`src/rtl/lsu_pkg.sv`:
```
`default_nettype none
// +----------------------------------------------------------------------------+
// | lsu_pkg: funct3 codes, FSM encoding and load extension for lsu_mem_stage.   |
// | Rev 1.0                                                                     |
// +----------------------------------------------------------------------------+
package lsu_pkg;

  localparam logic [2:0] F3_B  = 3'b000;
  localparam logic [2:0] F3_H  = 3'b001;
  localparam logic [2:0] F3_W  = 3'b010;
  localparam logic [2:0] F3_BU = 3'b100;
  localparam logic [2:0] F3_HU = 3'b101;

  localparam int ST_W = 3;
  localparam logic [ST_W-1:0] ST_IDLE   = 3'd0;
  localparam logic [ST_W-1:0] ST_RMW_WR = 3'd1;
`ifdef LSU_MISALIGN_SPLIT_EN
  localparam logic [ST_W-1:0] ST_SPL_HI  = 3'd2;
  localparam logic [ST_W-1:0] ST_SPL_WLO = 3'd3;
  localparam logic [ST_W-1:0] ST_SPL_WHI = 3'd4;
`endif

  // window is {word w+1, word w}; offset selects the first byte inside word w
  function automatic logic [31:0] ext_load(input logic [63:0] window,
                                           input logic [1:0]  offset,
                                           input logic [2:0]  funct3);
    logic [31:0] s;
    s = 32'(window >> {offset, 3'b000});
    case (funct3)
      F3_B:    ext_load = {{24{s[7]}}, s[7:0]};
      F3_H:    ext_load = {{16{s[15]}}, s[15:0]};
      F3_BU:   ext_load = {24'b0, s[7:0]};
      F3_HU:   ext_load = {16'b0, s[15:0]};
      default: ext_load = s;
    endcase
  endfunction

endpackage
`default_nettype wire

```
`src/rtl/lsu_lane_align.sv`:
```
`default_nettype none
// +----------------------------------------------------------------------------+
// | lsu_lane_align: byte-lane merge for stores and extraction for loads.        |
// | Rev 1.0                                                                     |
// +----------------------------------------------------------------------------+
module lsu_lane_align
  import lsu_pkg::*;
(
  input  logic [31:0] old_lo,
  input  logic [31:0] old_hi,
  input  logic [1:0]  offset,
  input  logic [2:0]  funct3,
  input  logic [31:0] store_data,
  output logic [31:0] new_lo,
  output logic [31:0] new_hi,
  output logic [31:0] load_val
);

  logic [63:0] window;
  logic [63:0] mask;
  logic [63:0] data;
  logic [63:0] merged;

  always_comb begin
    window = {old_hi, old_lo};
    case (funct3[1:0])
      2'b00:   mask = 64'h0000_0000_0000_00FF;
      2'b01:   mask = 64'h0000_0000_0000_FFFF;
      default: mask = 64'h0000_0000_FFFF_FFFF;
    endcase
    mask     = mask << {offset, 3'b000};
    data     = {32'b0, store_data} << {offset, 3'b000};
    merged   = (window & ~mask) | (data & mask);
    new_lo   = merged[31:0];
    new_hi   = merged[63:32];
    load_val = ext_load(window, offset, funct3);
  end

endmodule
`default_nettype wire

```
`src/rtl/lsu_mem_stage.sv`:
```
`default_nettype none
// +----------------------------------------------------------------------------+
// | lsu_mem_stage: RV32I MEM-stage LSU over a word-only dm (RMW for SB/SH).     |
// | Define LSU_MISALIGN_SPLIT_EN to split misaligned ops across two words.      |
// | Rev 1.0                                                                     |
// +----------------------------------------------------------------------------+
module lsu_mem_stage
  import lsu_pkg::*;
#(
  parameter int DM_AW = 10
) (
  input  logic             clka,
  input  logic             rstn,
  input  logic             req_valid,
  output logic             req_ready,
  input  logic             req_we,
  input  logic [2:0]       req_funct3,
  input  logic [31:0]      req_addr,
  input  logic [31:0]      req_wdata,
  input  logic [31:0]      req_inst,
  output logic             rsp_valid,
  output logic [31:0]      rsp_rdata,
  output logic             rsp_fault,
  output logic             dm_we,
  output logic [DM_AW-1:0] dm_addr,
  output logic [31:0]      dm_wdata,
  input  logic [31:0]      dm_rdata,
  output logic [31:0]      dm_inst
);

  logic [ST_W-1:0]  state_q, state_d;
  logic [DM_AW-1:0] addr_q, addr_d;
  logic [1:0]       off_q, off_d;
  logic [2:0]       f3_q, f3_d;
  logic [31:0]      wdata_q, wdata_d;
  logic [31:0]      lo_q, lo_d;
  logic [31:0]      inst_q, inst_d;
  logic             rsp_valid_q, rsp_valid_d;
  logic [31:0]      rsp_rdata_q, rsp_rdata_d;
  logic             rsp_fault_q, rsp_fault_d;

  logic [DM_AW-1:0] req_word;
  logic             accept, illegal, misalign, op_fault, we_raw;
  logic [1:0]       al_off;
  logic [2:0]       al_f3;
  logic [31:0]      al_lo, al_wdata, merged_lo, merged_hi, load_val;
  logic             unused_addr_hi;

  assign req_word       = req_addr[DM_AW+1:2];
  assign unused_addr_hi = ^req_addr[31:DM_AW+2];
  assign req_ready      = (state_q == ST_IDLE) && !rsp_valid_q;
  assign accept         = req_valid && req_ready;
  assign illegal  = (req_funct3 == 3'b011) || (req_funct3[2:1] == 2'b11) ||
                    (req_we && ((req_funct3 == F3_BU) || (req_funct3 == F3_HU)));
  assign misalign = (((req_funct3 == F3_H) || (req_funct3 == F3_HU)) && req_addr[0]) ||
                    ((req_funct3 == F3_W) && (req_addr[1:0] != 2'b00));

`ifdef LSU_MISALIGN_SPLIT_EN
  logic             we_q, we_d;
  logic [31:0]      hi_q, hi_d;
  logic [DM_AW-1:0] addr_nxt;
  assign addr_nxt = addr_q + {{(DM_AW-1){1'b0}}, 1'b1};
  assign op_fault = illegal;
`else
  logic [31:0] unused_merged_hi;
  assign unused_merged_hi = merged_hi;
  assign op_fault = illegal | misalign;
`endif

  // IDLE merges against the word being read now; later states use the latched op
  assign al_lo    = (state_q == ST_IDLE) ? dm_rdata       : lo_q;
  assign al_off   = (state_q == ST_IDLE) ? req_addr[1:0]  : off_q;
  assign al_f3    = (state_q == ST_IDLE) ? req_funct3     : f3_q;
  assign al_wdata = (state_q == ST_IDLE) ? req_wdata      : wdata_q;

  lsu_lane_align u_align (
    .old_lo     (al_lo),
    .old_hi     (dm_rdata),
    .offset     (al_off),
    .funct3     (al_f3),
    .store_data (al_wdata),
    .new_lo     (merged_lo),
    .new_hi     (merged_hi),
    .load_val   (load_val)
  );

  always_ff @(posedge clka) begin
    if (!rstn) begin
      state_q     <= ST_IDLE;
      addr_q      <= '0;
      off_q       <= '0;
      f3_q        <= '0;
      wdata_q     <= '0;
      lo_q        <= '0;
      inst_q      <= '0;
      rsp_valid_q <= 1'b0;
      rsp_rdata_q <= '0;
      rsp_fault_q <= 1'b0;
`ifdef LSU_MISALIGN_SPLIT_EN
      we_q        <= 1'b0;
      hi_q        <= '0;
`endif
    end else begin
      state_q     <= state_d;
      addr_q      <= addr_d;
      off_q       <= off_d;
      f3_q        <= f3_d;
      wdata_q     <= wdata_d;
      lo_q        <= lo_d;
      inst_q      <= inst_d;
      rsp_valid_q <= rsp_valid_d;
      rsp_rdata_q <= rsp_rdata_d;
      rsp_fault_q <= rsp_fault_d;
`ifdef LSU_MISALIGN_SPLIT_EN
      we_q        <= we_d;
      hi_q        <= hi_d;
`endif
    end
  end

  always_comb begin
    state_d     = state_q;
    addr_d      = addr_q;
    off_d       = off_q;
    f3_d        = f3_q;
    wdata_d     = wdata_q;
    lo_d        = lo_q;
    inst_d      = inst_q;
    rsp_valid_d = 1'b0;
    rsp_rdata_d = '0;
    rsp_fault_d = 1'b0;
`ifdef LSU_MISALIGN_SPLIT_EN
    we_d        = we_q;
    hi_d        = hi_q;
`endif
    case (state_q)
      ST_IDLE: begin
        if (accept) begin
          addr_d  = req_word;
          off_d   = req_addr[1:0];
          f3_d    = req_funct3;
          wdata_d = req_wdata;
          inst_d  = req_inst;
`ifdef LSU_MISALIGN_SPLIT_EN
          we_d    = req_we;
`endif
          if (op_fault) begin
            rsp_valid_d = 1'b1;
            rsp_fault_d = 1'b1;
`ifdef LSU_MISALIGN_SPLIT_EN
          end else if (misalign) begin
            lo_d    = dm_rdata;
            state_d = ST_SPL_HI;
`endif
          end else if (!req_we) begin
            rsp_valid_d = 1'b1;
            rsp_rdata_d = load_val;
          end else if (req_funct3 == F3_W) begin
            rsp_valid_d = 1'b1;
          end else begin
            lo_d    = merged_lo;
            state_d = ST_RMW_WR;
          end
        end
      end
      ST_RMW_WR: begin
        rsp_valid_d = 1'b1;
        state_d     = ST_IDLE;
      end
`ifdef LSU_MISALIGN_SPLIT_EN
      ST_SPL_HI: begin
        if (!we_q) begin
          rsp_valid_d = 1'b1;
          rsp_rdata_d = load_val;
          state_d     = ST_IDLE;
        end else begin
          lo_d    = merged_lo;
          hi_d    = merged_hi;
          state_d = ST_SPL_WLO;
        end
      end
      ST_SPL_WLO: state_d = ST_SPL_WHI;
      ST_SPL_WHI: begin
        rsp_valid_d = 1'b1;
        state_d     = ST_IDLE;
      end
`endif
      default: state_d = ST_IDLE;
    endcase
  end

  always_comb begin
    dm_addr  = req_word;
    dm_wdata = req_wdata;
    dm_inst  = inst_q;
    we_raw   = 1'b0;
    case (state_q)
      ST_IDLE: begin
        dm_inst = req_inst;
        we_raw  = accept && req_we && (req_funct3 == F3_W) && !misalign;
      end
      ST_RMW_WR: begin
        dm_addr  = addr_q;
        dm_wdata = lo_q;
        we_raw   = 1'b1;
      end
`ifdef LSU_MISALIGN_SPLIT_EN
      ST_SPL_HI:  dm_addr = addr_nxt;
      ST_SPL_WLO: begin
        dm_addr  = addr_q;
        dm_wdata = lo_q;
        we_raw   = 1'b1;
      end
      ST_SPL_WHI: begin
        dm_addr  = addr_nxt;
        dm_wdata = hi_q;
        we_raw   = 1'b1;
      end
`endif
      default: we_raw = 1'b0;
    endcase
    // a reset mid-operation must never leave a partial write behind
    dm_we = we_raw & rstn;
  end

  assign rsp_valid = rsp_valid_q;
  assign rsp_rdata = rsp_rdata_q;
  assign rsp_fault = rsp_fault_q;

endmodule
`default_nettype wire

```
`config.mk`:
```
export PLATFORM = sky130hd
export DESIGN_NAME = lsu_mem_stage
export DESIGN_NICKNAME = d
export VERILOG_FILES = /design/src/rtl/lsu_pkg.sv /design/src/rtl/lsu_lane_align.sv /design/src/rtl/lsu_mem_stage.sv
export SDC_FILE = /design/constraint.sdc
export NUM_CORES = 1
export LEC_CHECK = 0
export BUFFER_PORTS_ARGS = -buffer_cell sky130_fd_sc_hd__buf_2
export CORE_MARGIN = 2
export CORE_UTILIZATION = 50
export CTS_CLUSTER_DIAMETER = 60
export DETAILED_ROUTE_END_ITERATION = 10
export PLACE_DENSITY_LB_ADDON = 0.12
export SLEW_MARGIN = 20
export SYNTH_ARGS = -nofsm -noshare
export SYNTH_HDL_FRONTEND = slang
export SYNTH_SLANG_ARGS = --single-unit
```
`constraint.sdc`:
```
create_clock -name clka -period 3.1 [get_ports clka]
set_input_delay 0.31 -clock clka [delete_from_list [all_inputs] [get_ports clka]]
set_output_delay 0.31 -clock clka [all_outputs]
set_load 0.1 [all_outputs]
```
# == Word-level counts from Yosys, hierarchy flattened ==
# Index checks and enable logic that the tools add are counted.
# op_classes
n_reduce_logical,25
shifts,3
bitwise_logic,11
eq_ne,10
n_mux,16
# ops
cell,n
two-way mux 32 bit,4
case mux 32 bit (4 select lines),1
bitwise AND 32 bit,2
case mux 32 bit (2 select lines),1
left shift 32 x 5 -> 32 bit,2
right shift 64 x 5 -> 32 bit,1
inverter 32 bit,1
OR 32 bit,1
"== test 3 bit, second input constant",4
two-way mux 10 bit,1
logical AND 1 bit,8
"== test 3 x 1 -> 1 bit, second input constant",2
"== test 3 x 2 -> 1 bit, second input constant",2
zero test 3 bit,2
logical OR 1 bit,5
two-way mux 1 bit,5
inverter 1 bit,5
AND reduction 5 bit,1
OR reduction 5 bit,1
case mux 1 bit (2 select lines),2
AND reduction 2 bit,2
AND reduction 4 bit,1
two-way mux 3 bit,1
AND reduction 3 bit,1
8 further kinds,9
# totals
out_inout_bits,110
register_bits,146
input_bits,135

# == Logic depth before layout (Yosys ltp) ==
# Gate-level depths: netlist (run 1).
# depth
depth_word,8
mapped_depth,10
mapped_depth_nobuf,5

# == Cells and area by module ==
# Synthesis (run 1) repeated with hierarchy kept, for this count alone.
# unflattened
cells_unflattened,1178
area_unflattened_um2,8921.1
# modules_own_cells
mod,cells_each,n_inst,area_per_inst_um2
lsu_mem_stage,861,1,6535.0
lsu_lane_align,317,1,2386.0

# == Least setup slack after synthesis (run 1) ==
# No wires, ideal clock.
# synth_path
path_type,reg-to-output
from,register rsp_valid_q (netlist: rsp_valid)
to,output port dm_we
t_required_ns,2.790
path_slack_ns,-0.907
n_path_buf,0
arrival_time_ns,3.697
path_stages_with_launch,6
path_cell_list,dfxtp_1 nor2_1 nand2_1 nor4_1 and4b_1 o21a_1
# synth_via
elab_chain_len,8
# synth_lines
element,line_no,text
"start, declared",lsu_mem_stage.sv:38,"logic rsp_valid_q, rsp_valid_d;"
"start signal, assigned",lsu_mem_stage.sv:111,rsp_valid_q <= rsp_valid_d;
zero test 1 bit,lsu_mem_stage.sv:51,assign req_ready = (state_q == ST_IDLE) && !rsp_valid_q;
logical AND 1 bit,lsu_mem_stage.sv:51,
net req_ready,lsu_mem_stage.sv:15,"output logic req_ready,"
logical AND 1 bit,lsu_mem_stage.sv:52,assign accept = req_valid && req_ready;
logical AND 1 bit (3 in series),lsu_mem_stage.sv:200,we_raw = accept && req_we && (req_funct3 == F3_W) && !misalign;
case mux 1 bit (2 select lines),lsu_mem_stage.sv:197,case (state_q)
bitwise AND 1 bit,lsu_mem_stage.sv:223,dm_we = we_raw & rstn;
"end, declared",lsu_mem_stage.sv:24,"output logic dm_we,"
# The timed path passes the listed nets, and every way through them passes these cells.

# == Final worst setup path (run 1) ==
# layout_path
from,register state_q[0]
to,output port dm_wdata[21]
# layout_via
elab_chain_len,1
# layout_lines
element,line_no,text
"start, declared",lsu_mem_stage.sv:31,"logic [ST_W-1:0] state_q, state_d;"
"start signal, assigned",lsu_mem_stage.sv:104,state_q <= state_d;
two-way mux 32 bit,lsu_mem_stage.sv:197,
"end, declared",lsu_mem_stage.sv:26,"output logic [31:0] dm_wdata,"
# No other way between the ends.

==> results.py, run 1 <==
metrics = {
    "outcome": {
        "status": "complete, no violations",
    },
    "sta": {
        "slew-limit-headroom_pct": 49.13,
        "rsz0062_at_grt": "no",
        "fmax_mhz": 357.1,
        "hold_violations": 0,
        "worst_pin_slew_ns": 0.7630,
        "drv_slew": 0,
        "fin_crit_sh_pct": 90.34,
        "layout_min_cycle_time_ns": 2.801,
        "finClkSkew_ns": 0.007122,
        "setup_viol": 0,
    },
    "power": {
        "switching_power_mw": 1.751,
        "power.leakage_nw": 4.406,
        "sequentialPowerShare_pct": 37.2,
        "p_per_area_mw_per_mm2": 513.0,
        "swShare_pct": 33.58,
        "internal_power_mw": 3.464,
        "vdd_drop_max_mv": 0.4229,
        "clkPwrFrac_pct": 38.0,
        "combPwrFrac_pct": 24.8,
    },
    "setup_path": {
        "reg2reg_slack_ns": 0.63,
        "cp_common_cell": "buf_4",
        "reg2reg_to": "rsp_rdata[17]$_SDFF_PP0_",
        "criticalPathCategory": "register to output pin",
        "path_depth": 4,
        "cp.buffers_inverters": 3,
        "crit_arrival_ns": 2.49,
        "cpLargestDelayFamily": "buffers and inverters",
        "crit_chain": "buf_4 > buf_4 > mux2_2 > buf_2",
        "cp-end-kind": "output pin",
        "critPathLaunch": "state_q[0]$_SDFFE_PN0P_",
        "cp_max_fo": 38,
        "critPathCapture": "dm_wdata[21]",
        "required_ns": 2.79,
        "critPathLaunchType": "register",
        "worstReg2RegStart": "state_q[0]$_SDFFE_PN0P_",
        "crit_path_top_delay_cell": "dfxtp_4",
        "worst-r2r-cell-count": 6,
        "slowest_delay_ns": 0.63,
    },
    "synth": {
        "ys_seq_elements": 141,
        "syn_avg_cell_area_um2": 8.407,
        "seq_area_frac_synth_pct": 33.85,
        "syn-num-nets": 1127,
        "synth_cell_types": 45,
        "yosysWarnings": 0,
        "synthFlopType": "dfxtp_1",
        "synthesis.area_mm2": 0.008339,
        "synth_edf_count": 0,
        "synthCells": 992,
        "async_flop_share_pct": 0,
    },
    "grt": {
        "track_usage_pct": 26.65,
        "grt_pass1_vias": 7150,
        "grt-ovfl-total": 0,
        "grt_pass1_wl_um": 37780,
        "antenna_found_initial": 0,
        "grt_max_degree": 72,
    },
    "min_path": {
        "holdCritStartpoint": "req_inst[3]",
        "whs_path_depth": 3,
        "hold_class": "primary input to register",
    },
    "placement": {
        "dp_hpwl_um": 17560,
        "port_buffers": 224,
        "place_area_mm2": 0.009592,
        "place_congestion": 0.9408,
    },
    "final_layout": {
        "layout-drive-gt1-share_pct": 33.08,
        "final_cell_area_mm2": 0.01017,
        "area_growth_pct": 21.91,
        "fin_nets": 1305,
        "utilization_pct": 61.74,
        "diodes": 0,
    },
    "floorplanning": {
        "dieArea_mm2": 0.01773,
        "die_y_um": 133.1,
        "rows": 47,
        "die_w_um": 133.1,
        "io_pins": 245,
        "core_mm2": 0.01647,
        "start_util_pct": 50.65,
    },
    "clocking": {
        "ctsHoldBuffers": 0,
        "cts.sinks": 141,
        "cts_made_buffers": 17,
        "insertion_delay_ns": 0.43,
        "htree_levels": 4,
        "clockBufferDepth": 2,
        "post-cts-setup-buffers": 0,
        "clk_pin_slew_worst_paths_ns": 0.06,
        "cts-root-buf": "clkbuf_16",
        "tritoncts": "built",
        "cts.repair.resized": 0,
    },
    "detailed_routing": {
        "drtPass1Iterations": 5,
        "wire_per_inst_um": 17.17,
        "drt_iter0_markers": 490,
        "via_per_inst": 5.544,
        "totalWireLength_um": 24080,
        "ant_nets": 0,
        "drc": 0,
        "vias": 7773,
    },
    "job": {
        "drv_cap": 0,
    },
}
cells in the final DEF, fill, tap and decap left out, types with 5 or more instances in the layout:
cell type,Yosys,layout
o21ai_1,1,9
o211ai_1,16,16
nor2_1,65,63
buf_2,28,224
nand2b_1,6,6
clkbuf_16,0,17
a221oi_1,9,9
o31ai_1,8,8
a311oi_1,5,5
inv_1,20,20
nor3_1,9,9
nor2b_1,9,9
o21ai_0,27,17
a221o_1,5,5
o2111a_1,5,5
mux2_2,92,92
a21boi_0,77,77
nand3_1,21,21
nand2_1,214,213
o211a_1,13,13
dfxtp_1,141,140
a211oi_1,18,18
buf_4,2,21
a21oi_1,31,31
mux2i_1,80,79
mux4_2,7,7
worst min-delay path by stage:
| stage | end |
|---|---|
| 4_1_cts | inst_q[3]$_SDFFE_PN0P_ |
| 6_report | inst_q[3]$_SDFFE_PN0P_ |
| 2_1_floorplan | f3_q[2]$_SDFFE_PN0P_ |
| 3_5_place_dp | f3_q[2]$_SDFFE_PN0P_ |
| 3_3_place_gp | wdata_q[6]$_SDFFE_PN0P_ |
| 5_1_grt | inst_q[0]$_SDFFE_PN0P_ |
power groups by stage:
stage | Combinational, mW | Sequential [mW] | Clock, mW
after floorplan | 0.938 | 2.02 | 0
after global placement | 1.28 | 1.98 | 0
after detailed placement | 1.29 | 1.98 | 0
after CTS | 1.29 | 1.94 | 2.02
after global routing | 1.37 | 1.95 | 2.09
final | 1.29 | 1.94 | 1.98
layout make-up:
class | count | area (um^2)
fillers | 1524 | 6300
clock inverters | 11 | 117.6
well taps | 220 | 275.3
inverters | 20 | 75.07
repair buffers | 247 | 1319
flip-flops and latches | 141 | 2826
clock buffers | 20 | 456.7
multi-input cells | 743 | 5096
state kept, by name (all words and copies together), names as in the netlist:
register   count
f3_q           3
rsp_rdata     32
rsp_fault      1
inst_q        32
off_q          2
wdata_q       27
addr_q        10
rsp_valid      1
lo_q          32
state_q        1
stage by stage:
| stage | std cells | setup WS [ns] | hold slack (ns) | TNS [ns] | total power, mW |
|---|---|---|---|---|---|
| 3_5_place_dp | 1371 | 0.6527 | 0.4562 | 0 | 3.266 |
| 3_3_place_gp | 1371 | 0.7026 | 0.4470 | 0 | 3.256 |
| 2_1_floorplan | 992 | -0.05918 | 0.4383 | -0.4735 | 2.960 |
| 6_report | 1402 | 0.2995 | 0.1351 | 0 | 5.215 |
| 5_1_grt | 1402 | 0.2228 | 0.1416 | 0 | 5.410 |
| 4_1_cts | 1402 | 0.3004 | 0.1278 | 0 | 5.246 |
worst reg2reg max path, stage by stage (launching register included):
cell     delay (ns)
dfxtp_4        0.63
buf_4          0.29
mux2i_1        0.17
mux4_2         0.55
nor3_4         0.38
a31oi_4        0.16
a21oi_1        0.22
kinds of logic (layout without fill, tap and decap cells):
group	Yosys count	count (layout)	share of synthesized area, %
buf+inv	108	298	5.551
mux	181	181	24.26
simple gates	332	332	16.28
flops	141	141	33.85
compound gates	230	230	20.06
cells in the mapped netlist (all sizes together) (2+ instances only):
cell / instances / area share, %
a21boi: 77 / 6.9
nand3: 21 / 1.3
or2: 2 / 0.15
mux4: 7 / 1.9
a21oi: 32 / 2.0
o21ai: 28 / 1.7
nor3: 10 / 0.74
mux2i: 81 / 9.8
a211oi: 18 / 1.6
a221o: 5 / 0.60
o2111a: 5 / 0.68
a31oi: 3 / 0.41
a311oi: 5 / 0.53
o211a: 13 / 1.6
clkbuf: 49 / 2.2
nor2b: 9 / 0.68
a221oi: 9 / 0.95
mux2: 93 / 13
inv: 20 / 0.90
o211ai: 16 / 1.4
nor2: 65 / 2.9
buf: 39 / 2.4
o21a: 3 / 0.27
o22ai: 4 / 0.30
dfxtp: 141 / 34
and2: 2 / 0.15
o31ai: 8 / 0.72
nand2b: 6 / 0.45
nand2: 214 / 9.6
layer usage:
metal	part of all wire (%)	vias up	global-route usage, %
met2	45	288	41.28
li1	-	3853	-
met3	7.4	39	6.126
met5	0	-	0
met1	45	3593	35.96
met4	2.9	0	11.23
(Power assumes the default switching activity.)
==> run 2, diff against run 1 <==
--- a/config.mk
+++ b/config.mk
@@ -5,6 +5,7 @@
 export SDC_FILE = /design/constraint.sdc
 export NUM_CORES = 1
 export LEC_CHECK = 0
+export ABC_AREA = 1
 export BUFFER_PORTS_ARGS = -buffer_cell sky130_fd_sc_hd__buf_2
 export CORE_MARGIN = 2
 export CORE_UTILIZATION = 50
==> constraint.sdc (replaced) <==
create_clock -name clka -period 3.1 [get_ports clka]
set_input_delay 0.465 -clock clka [delete_from_list [all_inputs] [get_ports clka]]
set_output_delay 0.465 -clock clka [all_outputs]
set_load 0.1 [all_outputs]
==> results.py, run 2 <==
metrics = {
    "sta": {
        "fmax_mhz": 359.0,
        "layout_min_cycle_time_ns": 2.785,
        "finClkSkew_ns": 0.01006,
        "worst_slack_ns": 0.3147,
        "drv_slew": 0,
        "hold_violations": 0,
        "slew-limit-headroom_pct": 28.18,
        "fin_setup_tns_ns": 0,
        "rsz0062_at_grt": "no",
        "setup_viol": 0,
        "fin_crit_sh_pct": 89.85,
        "worst_pin_slew_ns": 1.077,
    },
    "setup_path": {
        "cp-end-kind": "output pin",
        "cpLargestDelayFamily": "buffers and inverters",
        "cp_max_fo": 98,
        "slowest_delay_ns": 0.47,
        "required_ns": 2.63,
        "crit_path_top_delay_cell": "buf_2",
        "crit_chain": "buf_12 > nor2_4 > nand2_2 > clkinv_2 > nand2_4 > o32ai_4 > buf_2",
        "critPathLaunchType": "register",
        "cp.buffers_inverters": 3,
        "criticalPathCategory": "register to output pin",
        "crit_arrival_ns": 2.32,
    },
    "final_layout": {
        "mostFrequentLayoutCells": "795 x nand2_1, 221 x nor2_1, 219 x buf_2, 145 x dfxtp_1, 92 x o21ai_0",
        "regArea_mm2": 0.002927,
        "fillers": 1755,
        "fin_nets": 1856,
        "layout_commonest_cell": "nand2_1",
        "area_growth_pct": 19.91,
        "multi_input_area_mm2": 0.005075,
        "diodes": 0,
        "layout-drive-gt1-share_pct": 17.21,
        "final_cell_area_mm2": 0.01051,
    },
    "floorplanning": {
        "io_pins": 245,
        "die_w_um": 136.4,
        "rows": 48,
        "start_util_pct": 50.83,
        "die_y_um": 136.4,
        "core_mm2": 0.01724,
        "dieArea_mm2": 0.01860,
    },
    "clocking": {
        "cts_made_buffers": 17,
        "cts-root-buf": "clkbuf_16",
        "insertion_delay_ns": 0.43,
        "tritoncts": "built",
        "htree_levels": 4,
        "post-cts-setup-buffers": 0,
        "cts.sinks": 146,
        "cts.repair.resized": 0,
        "clk_pin_slew_worst_paths_ns": 0.06,
        "ctsHoldBuffers": 0,
        "clockBufferDepth": 2,
    },
    "synth": {
        "seq_area_frac_synth_pct": 33.36,
        "synth_cell_types": 30,
        "synth_most_common_cell": "nand2_1",
        "synthAdderAreaFrac_pct": 0,
        "syn_avg_cell_area_um2": 5.628,
        "ys_seq_elements": 146,
        "synth_top_area_cell": "nand2_1",
        "async_flop_share_pct": 0,
        "synth_xor_xnor_area_share_pct": 0,
        "synthCells": 1557,
        "synth_mux_area_share_pct": 0,
        "yosys-top-cells-area": "nand2_1 34%, dfxtp_1 33%, nor2_1 9.5%",
        "yosysTopAreaCellShare_pct": 34.10,
        "synth_top_family_by_area": "simple AND/OR/NAND/NOR gates",
        "synthFlopType": "dfxtp_1",
        "synth_edf_count": 0,
        "yosys.area_share.simple_pct": 49.55,
        "synthesis.area_mm2": 0.008762,
        "synth_commonest_cells": "796 x nand2_1, 221 x nor2_1, 146 x dfxtp_1",
        "synth_compound_area_share_pct": 8.068,
        "syn-num-nets": 1692,
        "yosysWarnings": 0,
    },
    "detailed_routing": {
        "ant_nets": 0,
        "wire_per_inst_um": 14.10,
        "drc": 0,
        "drt_iter0_markers": 704,
        "via_per_inst": 5.059,
        "vias": 9901,
        "totalWireLength_um": 27590,
        "drtPass1Iterations": 5,
    },
    "placement": {
        "place_congestion": 0.9153,
        "dp_hpwl_um": 19160,
        "place_area_mm2": 0.009943,
        "port_buffers": 224,
        "dp_slack_ns": 0.6514,
    },
    "grt": {
        "grt_pass1_vias": 8584,
        "antenna_found_initial": 0,
        "grt-ovfl-total": 0,
        "grt_pass1_wl_um": 43210,
        "grt_max_degree": 113,
        "track_usage_pct": 29.59,
    },
    "outcome": {
        "status": "complete, no violations",
    },
    "job": {
        "drv_cap": 0,
    },
    "min_path": {
        "hold_class": "primary input to register",
    },
    "power": {
        "p_per_area_mw_per_mm2": 540.0,
        "power.leakage_nw": 6.028,
        "vdd_drop_max_mv": 0.3837,
    },
}
run 2: cell types whose count changed after synthesis, moves of 65 or more:
cell	before	now
mux2i_1	80	0
nand2_1	214	796
mux2_2	92	0
nor2_1	65	221
a21boi_0	77	0
o21ai_0	27	92
run 2: through the flow:
step / instances / hold WS (ns) / power, mW / utilization (%)
6_report: 1957 / 0.2795 / 5.674 / 60.95
5_1_grt: 1957 / 0.2894 / 5.934 / 60.95
4_1_cts: 1957 / 0.2743 / 5.689 / 60.95
3_5_place_dp: 1927 / 0.4683 / 3.684 / 57.69
3_3_place_gp: 1927 / 0.4576 / 3.668 / 57.69
2_1_floorplan: 1557 / 0.4437 / 3.323 / -
run 2: worst paths after layout:
check / from / to / slack (ns) / cells after the start
setup / recovery: state_q[0]$_SDFFE_PN0P_ / dm_we / 0.31 / 7
hold reg to reg: off_q[0]$_SDFFE_PN0P_ / off_q[0]$_SDFFE_PN0P_ / 0.47 / 2
setup reg to reg: state_q[0]$_SDFFE_PN0P_ / rsp_rdata[30]$_SDFF_PP0_ / 0.60 / 10
hold / removal: req_inst[9] / inst_q[9]$_SDFFE_PN0P_ / 0.28 / 3
run 2: tightest hold or removal path, cell delays in order:
cell	delay [ns]
buf_2	0.08
o21ai_1	0.06
nor2_1	0.07
run 2: cell families (layout without fill, tap and decap cells):
kind of cell | Yosys count | after routing
AO/OA/AOI/OAI | 132 | 132
buffers and inverters | 174 | 349
flip-flops | 146 | 146
AND/OR/NAND/NOR | 1105 | 1105
run 2: layer usage:
metal  wire, um  up-vias  GRT usage (%)
met5          0        -              0
met4        986        0          12.85
met3       2454       59          7.793
met2      12030      415          45.14
met1      12130     4347          39.32
li1           -     5080              -
run 2: cell type report:
type	instances	share of cell area (%)
clock buffers	17	4.049
multi-input cells	1237	48.30
well taps	225	2.680
inverters	81	2.942
flip-flops and latches	146	27.86
repair buffers	238	12.86
clock inverters	13	1.310
run 2: power breakdown:
group          total (mW)  leakage [nW]  internal [mW]  switching [mW]
logic                1.60          4.56          0.383            1.21
registers            2.06          1.20           2.00          0.0603
clock network        2.02         0.271           1.17           0.844
total                5.67          6.03           3.56            2.12
==> run 3, diff against run 2 <==
--- a/config.mk
+++ b/config.mk
@@ -12,7 +12,7 @@
 export CTS_CLUSTER_DIAMETER = 60
 export DETAILED_ROUTE_END_ITERATION = 10
 export PLACE_DENSITY_LB_ADDON = 0.12
-export SLEW_MARGIN = 20
+export SLEW_MARGIN = 5
 export SYNTH_ARGS = -nofsm -noshare
 export SYNTH_HDL_FRONTEND = slang
 export SYNTH_SLANG_ARGS = --single-unit
==> constraint.sdc (replaced) <==
create_clock -name clka -period 3.5 [get_ports clka]
set_input_delay 0.525 -clock clka [delete_from_list [all_inputs] [get_ports clka]]
set_output_delay 0.525 -clock clka [all_outputs]
set_load 0.1 [all_outputs]
==> results.py, run 3 (synthesized netlist as in run 2, its figures left out) <==
metrics = {
    "outcome": {
        "status": "complete, no violations",
    },
    "detailed_routing": {
        "wire_per_inst_um": 14.16,
        "ant_nets": 0,
        "drc": 0,
        "vias": 9916,
        "totalWireLength_um": 27780,
        "via_per_inst": 5.054,
        "drt_iter0_markers": 911,
        "drtPass1Iterations": 5,
    },
    "floorplanning": {
        "start_util_pct": 50.83,
        "die_y_um": 136.4,
        "die_w_um": 136.4,
        "rows": 48,
        "io_pins": 245,
        "dieArea_mm2": 0.01860,
        "core_mm2": 0.01724,
    },
    "clocking": {
        "tritoncts": "built",
        "cts-root-buf": "clkbuf_16",
        "cts.repair.resized": 0,
        "ctsHoldBuffers": 0,
        "insertion_delay_ns": 0.43,
        "cts_made_buffers": 17,
        "clockBufferDepth": 2,
        "clk_pin_slew_worst_paths_ns": 0.07,
        "htree_levels": 4,
        "post-cts-setup-buffers": 0,
        "cts.sinks": 146,
    },
    "setup_path": {
        "slowest_delay_ns": 0.66,
        "cp_common_cell": "nand2_1",
        "critPathCapture": "dm_wdata[9]",
        "crit_chain": "buf_4 > nand2_1 > nand2_1 > buf_2",
        "worst-r2r-cell-count": 11,
        "critPathLaunchType": "register",
        "reg2reg_to": "rsp_rdata[20]$_SDFF_PP0_",
        "cp-end-kind": "output pin",
        "reg2reg_slack_ns": 0.93,
        "required_ns": 2.97,
        "worstReg2RegStart": "state_q[0]$_SDFFE_PN0P_",
        "critPathLaunch": "state_q[0]$_SDFFE_PN0P_",
        "crit_arrival_ns": 2.56,
        "crit_path_top_delay_cell": "buf_4",
        "criticalPathCategory": "register to output pin",
        "cp_max_fo": 71,
    },
    "final_layout": {
        "regArea_mm2": 0.002927,
        "mostFrequentLayoutCells": "795 x nand2_1, 224 x buf_2, 221 x nor2_1, 145 x dfxtp_1, 92 x o21ai_0",
        "area_growth_pct": 19.21,
        "multi_input_area_mm2": 0.005070,
        "diodes": 0,
        "fillers": 1799,
        "layout-drive-gt1-share_pct": 17.39,
        "final_cell_area_mm2": 0.01045,
        "fin_nets": 1859,
        "layout_commonest_cell": "nand2_1",
    },
    "sta": {
        "fin_setup_tns_ns": 0,
        "fmax_mhz": 324.2,
        "slew-limit-headroom_pct": 26.15,
        "fin_hold_ws_ns": 0.3520,
        "drv_slew": 0,
        "finClkSkew_ns": 0.008207,
        "rsz0062_at_grt": "no",
        "fin_crit_sh_pct": 88.13,
        "setup_viol": 0,
        "worst_slack_ns": 0.4155,
        "hold_violations": 0,
        "layout_min_cycle_time_ns": 3.085,
        "worst_pin_slew_ns": 1.108,
    },
    "job": {
        "drv_cap": 0,
    },
    "grt": {
        "grt_pass1_vias": 8498,
        "grt_max_degree": 112,
        "track_usage_pct": 29.54,
        "grt_pass1_wl_um": 43240,
        "antenna_found_initial": 2,
        "grt-ovfl-total": 0,
    },
    "min_path": {
        "hold_class": "primary input to register",
    },
    "placement": {
        "dp_hpwl_um": 19450,
        "port_buffers": 224,
        "place_area_mm2": 0.009861,
        "dp_slack_ns": 0.8818,
        "place_congestion": 0.9216,
    },
    "power": {
        "p_per_area_mw_per_mm2": 484.1,
        "vdd_drop_max_mv": 0.3384,
        "finalPower_mw": 5.057,
        "power.leakage_nw": 6.026,
    },
}
-- run 3: report_power, final --
part           total, mW  switching (mW)  internal, mW
Clock               1.83           0.770          1.06
Sequential          1.82          0.0529          1.77
Combinational       1.40            1.08         0.327
-- run 3: worst max-delay path: cells and delay by family, from the launching register on --
family	cells	cell delay (ns)
and+or+nand+nor	2	0.44
buffers and inverters	2	1.10
DFF	1	0.55
-- run 3: worst min-delay path by stage --
stage | end | from | depth (start not counted)
CTS | inst_q[9]$_SDFFE_PN0P_ | req_inst[9] | 3
floorplan | off_q[0]$_SDFFE_PN0P_ | off_q[0]$_SDFFE_PN0P_ | 2
finish | inst_q[9]$_SDFFE_PN0P_ | req_inst[9] | 3
global placement | off_q[0]$_SDFFE_PN0P_ | off_q[0]$_SDFFE_PN0P_ | 2
global route | inst_q[31]$_SDFFE_PN0P_ | req_inst[31] | 3
detailed placement | off_q[0]$_SDFFE_PN0P_ | off_q[0]$_SDFFE_PN0P_ | 2
-- run 3: layer usage --
metal / part of all wire (%) / GRT usage (%) / wire, um / vias to the layer above
met4: 2.6 / 9.491 / 714 / 2
met5: 0.047 / 0 / 13 / -
met1: 44 / 39.34 / 12200 / 4400
met3: 8.0 / 7.084 / 2216 / 42
met2: 45 / 47.07 / 12640 / 378
li1: - / - / - / 5094
-- run 3: layout make-up --
| class | instances | share of cell area, % |
|---|---|---|
| Multi-Input combinational cell | 1237 | 48.54 |
| Inverter | 81 | 2.959 |
| Clock inverter | 14 | 1.485 |
| Clock buffer | 18 | 4.109 |
| Tap cell | 225 | 2.695 |
| Timing Repair Buffer | 241 | 12.19 |
| Sequential cell | 146 | 28.02 |
-- run 3: stage by stage --
stage | util [%] | std cells
2_1_floorplan | - | 1557
3_3_place_gp | 57.21 | 1930
3_5_place_dp | 57.21 | 1930
4_1_cts | 60.60 | 1962
5_1_grt | 60.60 | 1962
6_report | 60.60 | 1962
